`src/rtl/muldiv_unit_if.sv`:
```
// Request/response bundle for muldiv_unit: one request channel (in_*, op, a, b,
// kill) and one response channel (out_*, result, flags).
interface muldiv_unit_if #(
  parameter int DATA_WIDTH = 32
);
  // Handshake: a transfer happens on a rising edge where valid && ready are both
  // high; valid never waits on ready, and an unaccepted response holds steady.
  logic                  in_valid;
  logic                  in_ready;
  logic [2:0]            op;
  logic [DATA_WIDTH-1:0] a;
  logic [DATA_WIDTH-1:0] b;
  logic                  kill;
  logic                  out_valid;
  logic                  out_ready;
  logic [DATA_WIDTH-1:0] result;
  logic                  div_by_zero;
  logic                  overflow;

  modport master (
    output in_valid, op, a, b, kill, out_ready,
    input  in_ready, out_valid, result, div_by_zero, overflow
  );

  modport slave (
    input  in_valid, op, a, b, kill, out_ready,
    output in_ready, out_valid, result, div_by_zero, overflow
  );
endinterface

```
`src/rtl/muldiv_unit.sv`:
```
// Iterative RV32M multiply/divide: one bit per cycle (shift-add / restoring
// division) on magnitudes, sign fixed up in FIX; div-by-zero and overflow skip CALC.
module muldiv_unit #(
  parameter int DATA_WIDTH = 32
) (
  input  logic              clk,
  input  logic              rst_n,
  muldiv_unit_if.slave      bus,
  output logic [1:0]        dbg_state_o
);
  localparam int W  = DATA_WIDTH;
  localparam int CW = $clog2(W);

  localparam logic [2:0] OP_MUL    = 3'd0;
  localparam logic [2:0] OP_MULH   = 3'd1;
  localparam logic [2:0] OP_MULHSU = 3'd2;
  localparam logic [2:0] OP_DIV    = 3'd4;
  localparam logic [2:0] OP_REM    = 3'd6;

  typedef enum logic [1:0] {S_IDLE, S_CALC, S_FIX, S_DONE} state_e;

  state_e           state_q, state_d;
  logic [2:0]       op_q, op_d;
  logic             neg_q, neg_d;
  logic [CW-1:0]    cnt_q, cnt_d;
  logic [2*W-1:0]   acc_q, acc_d;
  logic [W:0]       rem_q, rem_d;
  logic [W-1:0]     dvsr_q, dvsr_d;
  logic [W-1:0]     result_q, result_d;
  logic             dz_q, dz_d;
  logic             ovf_q, ovf_d;
  logic             in_ready_q;

  logic             a_sgn, b_sgn, a_neg, b_neg, is_div, fast_dz, fast_ovf, take;
  logic [W-1:0]     a_mag, b_mag, div_src, div_fix;
  logic [W:0]       mul_sum, shifted;
  logic [2*W-1:0]   prod_fix;

  always_comb begin
    state_d  = state_q;
    op_d     = op_q;
    neg_d    = neg_q;
    cnt_d    = cnt_q;
    acc_d    = acc_q;
    rem_d    = rem_q;
    dvsr_d   = dvsr_q;
    result_d = result_q;
    dz_d     = dz_q;
    ovf_d    = ovf_q;

    a_sgn    = (bus.op == OP_MULH) || (bus.op == OP_MULHSU) ||
               (bus.op == OP_DIV)  || (bus.op == OP_REM);
    b_sgn    = (bus.op == OP_MULH) || (bus.op == OP_DIV) || (bus.op == OP_REM);
    a_neg    = a_sgn && bus.a[W-1];
    b_neg    = b_sgn && bus.b[W-1];
    a_mag    = a_neg ? -bus.a : bus.a;
    b_mag    = b_neg ? -bus.b : bus.b;
    is_div   = bus.op[2];
    fast_dz  = is_div && (bus.b == '0);
    fast_ovf = ((bus.op == OP_DIV) || (bus.op == OP_REM)) &&
               (bus.a == {1'b1, {(W-1){1'b0}}}) && (bus.b == '1);

    // Multiply: low half holds the remaining multiplier bits, high half the sum.
    mul_sum  = {1'b0, acc_q[2*W-1:W]} + {1'b0, (acc_q[0] ? dvsr_q : {W{1'b0}})};
    // Divide: low half holds dividend bits shifting out and quotient bits shifting in.
    shifted  = {rem_q[W-1:0], acc_q[W-1]};
    take     = (shifted >= {1'b0, dvsr_q});

    prod_fix = neg_q ? -acc_q : acc_q;
    div_src  = op_q[1] ? rem_q[W-1:0] : acc_q[W-1:0];
    div_fix  = neg_q ? -div_src : div_src;

    if (bus.kill) begin
      state_d = S_IDLE;
    end else begin
      case (state_q)
        S_IDLE: begin
          if (bus.in_valid && in_ready_q) begin
            op_d  = bus.op;
            cnt_d = '0;
            dz_d  = 1'b0;
            ovf_d = 1'b0;
            rem_d = '0;
            state_d = S_CALC;
            if (is_div) begin
              neg_d  = bus.op[1] ? a_neg : (a_neg ^ b_neg);
              acc_d  = {{W{1'b0}}, a_mag};
              dvsr_d = b_mag;
            end else begin
              neg_d  = a_neg ^ b_neg;
              acc_d  = {{W{1'b0}}, b_mag};
              dvsr_d = a_mag;
            end
            if (fast_dz) begin
              dz_d     = 1'b1;
              result_d = bus.op[1] ? bus.a : {W{1'b1}};
              state_d  = S_DONE;
            end else if (fast_ovf) begin
              ovf_d    = 1'b1;
              result_d = bus.op[1] ? {W{1'b0}} : bus.a;
              state_d  = S_DONE;
            end
          end
        end
        S_CALC: begin
          if (op_q[2]) begin
            acc_d = {acc_q[2*W-1:W], acc_q[W-2:0], take};
            rem_d = take ? (shifted - {1'b0, dvsr_q}) : shifted;
          end else begin
            acc_d = {mul_sum, acc_q[W-1:1]};
          end
          cnt_d = cnt_q + 1'b1;
          if (cnt_q == CW'(W-1)) state_d = S_FIX;
        end
        S_FIX: begin
          case (op_q)
            OP_MUL:                       result_d = prod_fix[W-1:0];
            3'd1, 3'd2, 3'd3:             result_d = prod_fix[2*W-1:W];
            default:                      result_d = div_fix;
          endcase
          state_d = S_DONE;
        end
        S_DONE: begin
          if (bus.out_ready) state_d = S_IDLE;
        end
        default: state_d = S_IDLE;
      endcase
    end
  end

  always_ff @(posedge clk) begin
    if (!rst_n) begin
      state_q    <= S_IDLE;
      op_q       <= '0;
      neg_q      <= 1'b0;
      cnt_q      <= '0;
      acc_q      <= '0;
      rem_q      <= '0;
      dvsr_q     <= '0;
      result_q   <= '0;
      dz_q       <= 1'b0;
      ovf_q      <= 1'b0;
      in_ready_q <= 1'b0;
    end else begin
      state_q    <= state_d;
      op_q       <= op_d;
      neg_q      <= neg_d;
      cnt_q      <= cnt_d;
      acc_q      <= acc_d;
      rem_q      <= rem_d;
      dvsr_q     <= dvsr_d;
      result_q   <= result_d;
      dz_q       <= dz_d;
      ovf_q      <= ovf_d;
      in_ready_q <= (state_d == S_IDLE);
    end
  end

  // in_ready is its own flop so it stays low through reset without a path from rst_n.
  assign bus.in_ready    = in_ready_q;
  assign bus.out_valid   = (state_q == S_DONE);
  assign bus.result      = result_q;
  assign bus.div_by_zero = dz_q;
  assign bus.overflow    = ovf_q;
  assign dbg_state_o     = state_q;
endmodule

```
`src/flat_wrapper.sv`:
```
// flat-port wrapper written by rule: the top's interface ports become plain ports
module muldiv_unit_flat 
#(
  parameter int DATA_WIDTH = 32
)
  (clk, rst_n, dbg_state_o, bus_in_valid, bus_op, bus_a, bus_b, bus_kill, bus_out_ready, bus_in_ready, bus_out_valid, bus_result, bus_div_by_zero, bus_overflow);
  muldiv_unit_if #(.DATA_WIDTH(DATA_WIDTH)) bus_i ();
  input  logic clk;
  input  logic rst_n;
  output logic [1:0] dbg_state_o;
  input wire logic [$bits(bus_i.in_valid)-1:0] bus_in_valid;
  input wire logic [$bits(bus_i.op)-1:0] bus_op;
  input wire logic [$bits(bus_i.a)-1:0] bus_a;
  input wire logic [$bits(bus_i.b)-1:0] bus_b;
  input wire logic [$bits(bus_i.kill)-1:0] bus_kill;
  input wire logic [$bits(bus_i.out_ready)-1:0] bus_out_ready;
  output wire logic [$bits(bus_i.in_ready)-1:0] bus_in_ready;
  output wire logic [$bits(bus_i.out_valid)-1:0] bus_out_valid;
  output wire logic [$bits(bus_i.result)-1:0] bus_result;
  output wire logic [$bits(bus_i.div_by_zero)-1:0] bus_div_by_zero;
  output wire logic [$bits(bus_i.overflow)-1:0] bus_overflow;
  assign bus_i.in_valid = bus_in_valid;
  assign bus_i.op = bus_op;
  assign bus_i.a = bus_a;
  assign bus_i.b = bus_b;
  assign bus_i.kill = bus_kill;
  assign bus_i.out_ready = bus_out_ready;
  assign bus_in_ready = bus_i.in_ready;
  assign bus_out_valid = bus_i.out_valid;
  assign bus_result = bus_i.result;
  assign bus_div_by_zero = bus_i.div_by_zero;
  assign bus_overflow = bus_i.overflow;
  muldiv_unit #(.DATA_WIDTH(DATA_WIDTH)) u_core (.clk(clk), .rst_n(rst_n), .bus(bus_i), .dbg_state_o(dbg_state_o));
endmodule
```
`config.mk`:
```
export PLATFORM = sky130hd
export DESIGN_NAME = muldiv_unit_flat
export DESIGN_NICKNAME = d
export VERILOG_FILES = /design/src/rtl/muldiv_unit_if.sv /design/src/rtl/muldiv_unit.sv /design/src/flat_wrapper.sv
export SDC_FILE = /design/constraint.sdc
export NUM_CORES = 1
export LEC_CHECK = 0
export CAP_MARGIN = 20
export CORE_ASPECT_RATIO = 0.6
export CORE_MARGIN = 5
export CORE_UTILIZATION = 45
export DETAILED_ROUTE_END_ITERATION = 10
export PLACE_DENSITY = 0.65
export RECOVER_POWER = 25
export SLEW_MARGIN = 20
export SYNTH_ARGS = -nofsm -noshare
export SYNTH_HDL_FRONTEND = slang
export SYNTH_SLANG_ARGS = --single-unit
```
`constraint.sdc`:
```
create_clock -name clk -period 8.01 [get_ports clk]
set_input_delay 2.0025 -clock clk [delete_from_list [all_inputs] [get_ports clk]]
set_output_delay 2.0025 -clock clk [all_outputs]
set_load 0.01 [all_outputs]
```
* Word level (Yosys, flattened, before mapping)
Cells that the tools add are included.
Word-level totals: register bits after elaboration 174, input bits 72
Cells by class: bitwise operators 2, magnitude comparators 1, add/subtract/negate cells 7, equal/unequal tests 17, muxes and demuxes 36, reductions and logical operators 24
Operators by type and width (number):
- $mux W32 | 15
- $mux W64 | 3
- $pmux W32 S2 | 3
- $pmux W64 S2 | 1
- $neg A32 Y32 | 3
- $eq A32 B32 Y1 const B | 2
- $neg A64 Y64 | 1
- $add A32 B32 Y33 | 1
- $ge A33 B32 Y1 | 1
- $logic_not A32 Y1 | 1
- $sub A32 B32 Y32 | 1
- $mux W2 | 6
- $reduce_and A4 Y1 | 3
- $pmux W5 S2 | 1
- $eq A3 B2 Y1 const B | 3
- $pmux W2 S4 | 1
- $eq A3 B1 Y1 const B | 2
- $eq A3 B3 Y1 const B | 2
- $logic_and A1 B1 Y1 | 6
- $logic_or A1 B1 Y1 | 6
- $reduce_and A3 Y1 | 2
- $add A5 B1 Y5 const B | 1
- $eq A5 B5 Y1 const B | 1
- $mux W1 | 5
- 12 further kinds | 16

* Depth between registers and ports, before layout
depth in word-level cells 10, mapped depth 16, mapped depth without buffers 13

* Worst setup path after synthesis
OpenSTA, ideal clock, no wires.
path type input to register, from input bus_a[10], to register u_core.result_q[13], in the netlist u_core.bus.result[13], setup time 0.124 ns, path buffers 1, slack 3.698 ns, stages 9, arrival time 4.189 ns, cell sequence or4_1 or4_4 nor3_2 and4_1 o311a_1 nor2_1 buf_2 nand2_1 o21ai_0
On the way: word-level cells in the longest chain between the ends 5
Ends and longest elaborated chain:
- start, declared | RTL line flat_wrapper.sv:13 | input wire logic [$bits(bus_i.a)-1:0] bus_a;
- $eq A32 B32 Y1 | RTL line muldiv_unit.sv:61 | (bus.a == {1'b1, {(W-1){1'b0}}}) && (bus.b == '1);
- $logic_and A1 B1 Y1 | RTL line muldiv_unit.sv:60 | fast_ovf = ((bus.op == OP_DIV) || (bus.op == OP_REM)) &&
- $logic_and A1 B1 Y1 | RTL line muldiv_unit.sv:61
- $ne A3 B1 Y1 (no source line)
- $reduce_and A4 Y1 (no source line)
- end signal, assigned | RTL line muldiv_unit.sv:152 | result_q <= result_d;
- end, declared | RTL line muldiv_unit.sv:29 | logic [W-1:0] result_q, result_d;
No other way between the ends. A chain may end at the register's enable or synchronous reset.

* Worst setup path in the final report
from input bus_b[6], to register u_core.result_q[16], in the netlist u_core.bus.result[16]
On the way: word-level cells in the longest chain between the ends 5, elaborated cells between the ends (all ways) 9, classes of those cells 2 x eq/ne; 3 x mux; 4 x reduce/logical
Ends and longest elaborated chain:
- start, declared | RTL line flat_wrapper.sv:14 | input wire logic [$bits(bus_i.b)-1:0] bus_b;
- $logic_not A32 Y1 | RTL line muldiv_unit.sv:59 | fast_dz = is_div && (bus.b == '0);
- $logic_and A1 B1 Y1 | RTL line muldiv_unit.sv:59
- $mux W32 | RTL line muldiv_unit.sv:94 | if (fast_dz) begin
- $mux W32 | RTL line muldiv_unit.sv:78 | if (bus.in_valid && in_ready_q) begin
- $pmux W32 S2 | RTL line muldiv_unit.sv:76 | case (state_q)
Several ways; a longest one is shown, not always the timed one. The select of a mux whose other input is x is not followed.

==> metrics <==
Remaining DRCs=0; Post-CTS Resized=0; Antenna Nets Post-Route=0; Gate Count Post-Synth=2289; Reg2Reg Setup Slack=3.36 ns; sequential share of power=35.0%; initial antenna violation count=4; family with the most delay on the worst path=simple AND/OR/NAND/NOR gates; Die Y=159 µm; Post-CTS Setup Inserts=0; num ports=110; DP HPWL=58700 µm; hold buffers post-CTS=0; Psw=0.00107 W; total clock sinks=174; Initial Util=45.7%; Clock Tree Root=clkbuf_16; layout cells sized above 1=6.10%; Tmin final=5.60 ns; Worst Hold Class=reg -> reg; buffer levels on the longest clock path=2; vias in the first global route=16200; Sum Neg Setup Slack=0 ns; WL/cell=27.1 µm; clock latency at the later pin of the worst-skew pair=0.47 ns; syn nets=2434; hold endpoint=u_core.bus.result[24]; fraction of registers with async set/reset=0%; FMAX=0.179 GHz; final worst-path cycle share=69.9%; Congestion Overflow GR=0; IO Port Bufs=109; syn_area_per_cell=7.27 µm²; r2r startpoint=u_core.op_q[1]; total track usage=35.1%; top_reg_cell synth=dfxtp_1; die area=0.0411 mm²; outcome=complete, but fails checks; first-pass GRT wire length=110000 µm; core area=0.0364 mm²; violated checks=capacitance limit, slew limit; Iteration-0 DRC Markers=2661; max-cap viol count=2; Hold Vio Cnt, Final=0; # H-tree levels=4; Final Slew Violations=62; commonest non-fill, non-tap cell in the layout=nand2_1; final WL=75200 µm; crit-path max cell delay=0.89 ns; Crit-path slowest cell=nor2_4; clock share of power=32.8%; synth warn=0; CP Buf/Inv Count=1; worst r2r dst=u_core.bus.result[11]; slew margin rel.=-50.1%; Peak supply drop=141 µV; CTS tree=built; design internal power=0.00162 W; switching share of total power=39.8%; Hold Crit Start=u_core.bus.result[24]; startpoint types=input port; most frequent cells in the layout=247 x nand2_1, 223 x o21ai_0, 210 x nor2_1, 175 x a21oi_1, 171 x dfxtp_1; register area share after synthesis=20.9%; CP required=8.39 ns; Worst-path clk slew=0.08 ns; largest net degree at the start of global routing=67; Final nets=2427; Final Util=50.7%; worst slew pin tran=2.25 ns; WHS Path Cells=2; die width=258 µm; Post-synth EDFFs=0; worst-path fanout max=39; synthesized flop and latch total=174; Cell Rows=54; Clock Skew=0.0174 ns; worst-path cell chain=clkdlybuf4s50_1 -> or4_1 -> nor4_1 -> nand3_1 -> nor2_4 -> maj3_1 -> o21ai_0 -> a2bb2oi_1 -> nor2_1; critical path endpoint category=register; RSZ-0062 raised after global routing=false; Setup Crit Path Kind=in -> reg; worst reg-to-reg path cell count=9; vias per std cell=6.64; CTS Buf Count=17; combinational power share=32.2%; pwr dens=146 mW/mm²; Area growth, synth to finish=11.0%; Pleak=6.66 nW; via count=18400; gpl congestion=1.03; Arrival @ worst endpoint=5.98 ns; Post-Syn Area=0.0166 mm²; drt pass-1 iters=6; final number of setup-violating endpoints=0; Synth cell types=91
## area by class of cell
type / count / area, µm²
antenna: 2 / 5.00
clock buffer: 17 / 425
clock inverter: 15 / 185
fill: 3557 / 17900
inverter: 67 / 251
multi-input combinational: 1880 / 12200
sequential: 174 / 3490
tap: 476 / 596
timing repair buffer: 142 / 1320
## metrics by stage
stage | power [W] | setup WS, ns | hold slack, ns | cells | cell area (µm²)
after floorplan | 0.00149 | 3.70 | 0.432 | 2289 | 16600
after global placement | 0.00178 | 2.17 | 0.448 | 2738 | 17800
after detailed placement | 0.00178 | 2.11 | 0.449 | 2738 | 17900
after CTS | 0.00266 | 2.59 | 0.459 | 2770 | 18500
after global routing | 0.00279 | 2.27 | 0.466 | 2771 | 18500
final | 0.00269 | 2.41 | 0.457 | 2773 | 18500
## synthesized netlist by cell type, types with 23 or more instances
| cell type | number | share of area, % |
|---|---|---|
| nand3_1 | 59 | 1.8 |
| o21ai_0 | 223 | 6.7 |
| maj3_1 | 26 | 1.6 |
| dfxtp_1 | 174 | 21 |
| clkbuf_1 | 119 | 2.7 |
| a221oi_1 | 23 | 1.2 |
| o211ai_1 | 38 | 1.7 |
| xnor2_1 | 115 | 6.1 |
| inv_1 | 65 | 1.5 |
| mux2i_1 | 83 | 5.0 |
| mux2_2 | 23 | 1.6 |
| nor3_1 | 75 | 2.3 |
| ha_1 | 71 | 5.3 |
| nand4_1 | 24 | 0.90 |
| o31ai_1 | 31 | 1.4 |
| nor2_1 | 213 | 4.8 |
| xor2_1 | 79 | 4.2 |
| nand2_1 | 247 | 5.6 |
| a21oi_1 | 176 | 5.3 |
## kinds of logic (layout without fill, tap and decap cells)
| logic type | after synthesis | after routing | share of synthesized area, % |
|---|---|---|---|
| flip-flops | 174 | 174 | 20.9 |
| multiplexers | 106 | 106 | 6.55 |
| XOR/XNOR | 194 | 194 | 10.2 |
| buffers and inverters | 235 | 241 | 6.18 |
| other | 0 | 2 | 0 |
| AND/OR/NAND/NOR | 776 | 776 | 22.3 |
| AO/OA/AOI/OAI | 705 | 705 | 26.7 |
| adder cells (fa/ha/maj) | 99 | 99 | 7.14 |
## worst reg2reg max path: cells and delay by family (launching register included)
| kind | cells | cell delay [ns] |
|---|---|---|
| compound gates | 6 | 2.66 |
| flops | 1 | 0.75 |
| buf+inv | 1 | 0.63 |
| simple gates | 1 | 0.29 |
| xor+xnor | 1 | 0.15 |
## sequential cells by signal (all words and copies together) (netlist names)
| name | count |
|---|---|
| u_core.op_q | 3 |
| u_core.bus.result | 32 |
| u_core.dvsr_q | 32 |
| u_core.cnt_q | 5 |
| u_core.neg_q | 1 |
| u_core.acc_q | 64 |
| u_core.dbg_state_o | 2 |
| u_core.bus.div_by_zero | 1 |
| u_core.bus.in_ready | 1 |
| u_core.bus.overflow | 1 |
| u_core.rem_q | 32 |
## metal layers
layer / global-route usage (%) / routed length [µm] / vias to the layer above
li1: - / - / 8342
met1: 53.3 / 33900 / 8890
met2: 44.8 / 27800 / 1067
met3: 15.9 / 11600 / 114
met4: 7.19 / 1800 / 4
met5: 0 / 27 / -
## power by group through the flow
stage               clock, W  sequential (W)  combinational [W]
CTS                 0.000897        0.000938           0.000830
floorplan                  0        0.000913           0.000579
detailed placement         0        0.000958           0.000826
global route        0.000929        0.000942           0.000918
global placement           0        0.000958           0.000824
finish              0.000884        0.000942           0.000868
## how the worst max path moves through the flow
stage	slack, ns	to	cells after the start	startpoint
after floorplan	3.70	u_core.bus.result[13]	9	bus_a[10]
after detailed placement	2.11	u_core.bus.result[16]	9	bus_b[6]
final	2.41	u_core.bus.result[16]	9	bus_b[6]
after global placement	2.17	u_core.bus.result[16]	9	bus_b[6]
after global routing	2.27	u_core.bus.result[16]	9	bus_b[6]
after CTS	2.59	u_core.bus.result[16]	9	bus_b[6]
(Power assumes the default switching activity.)
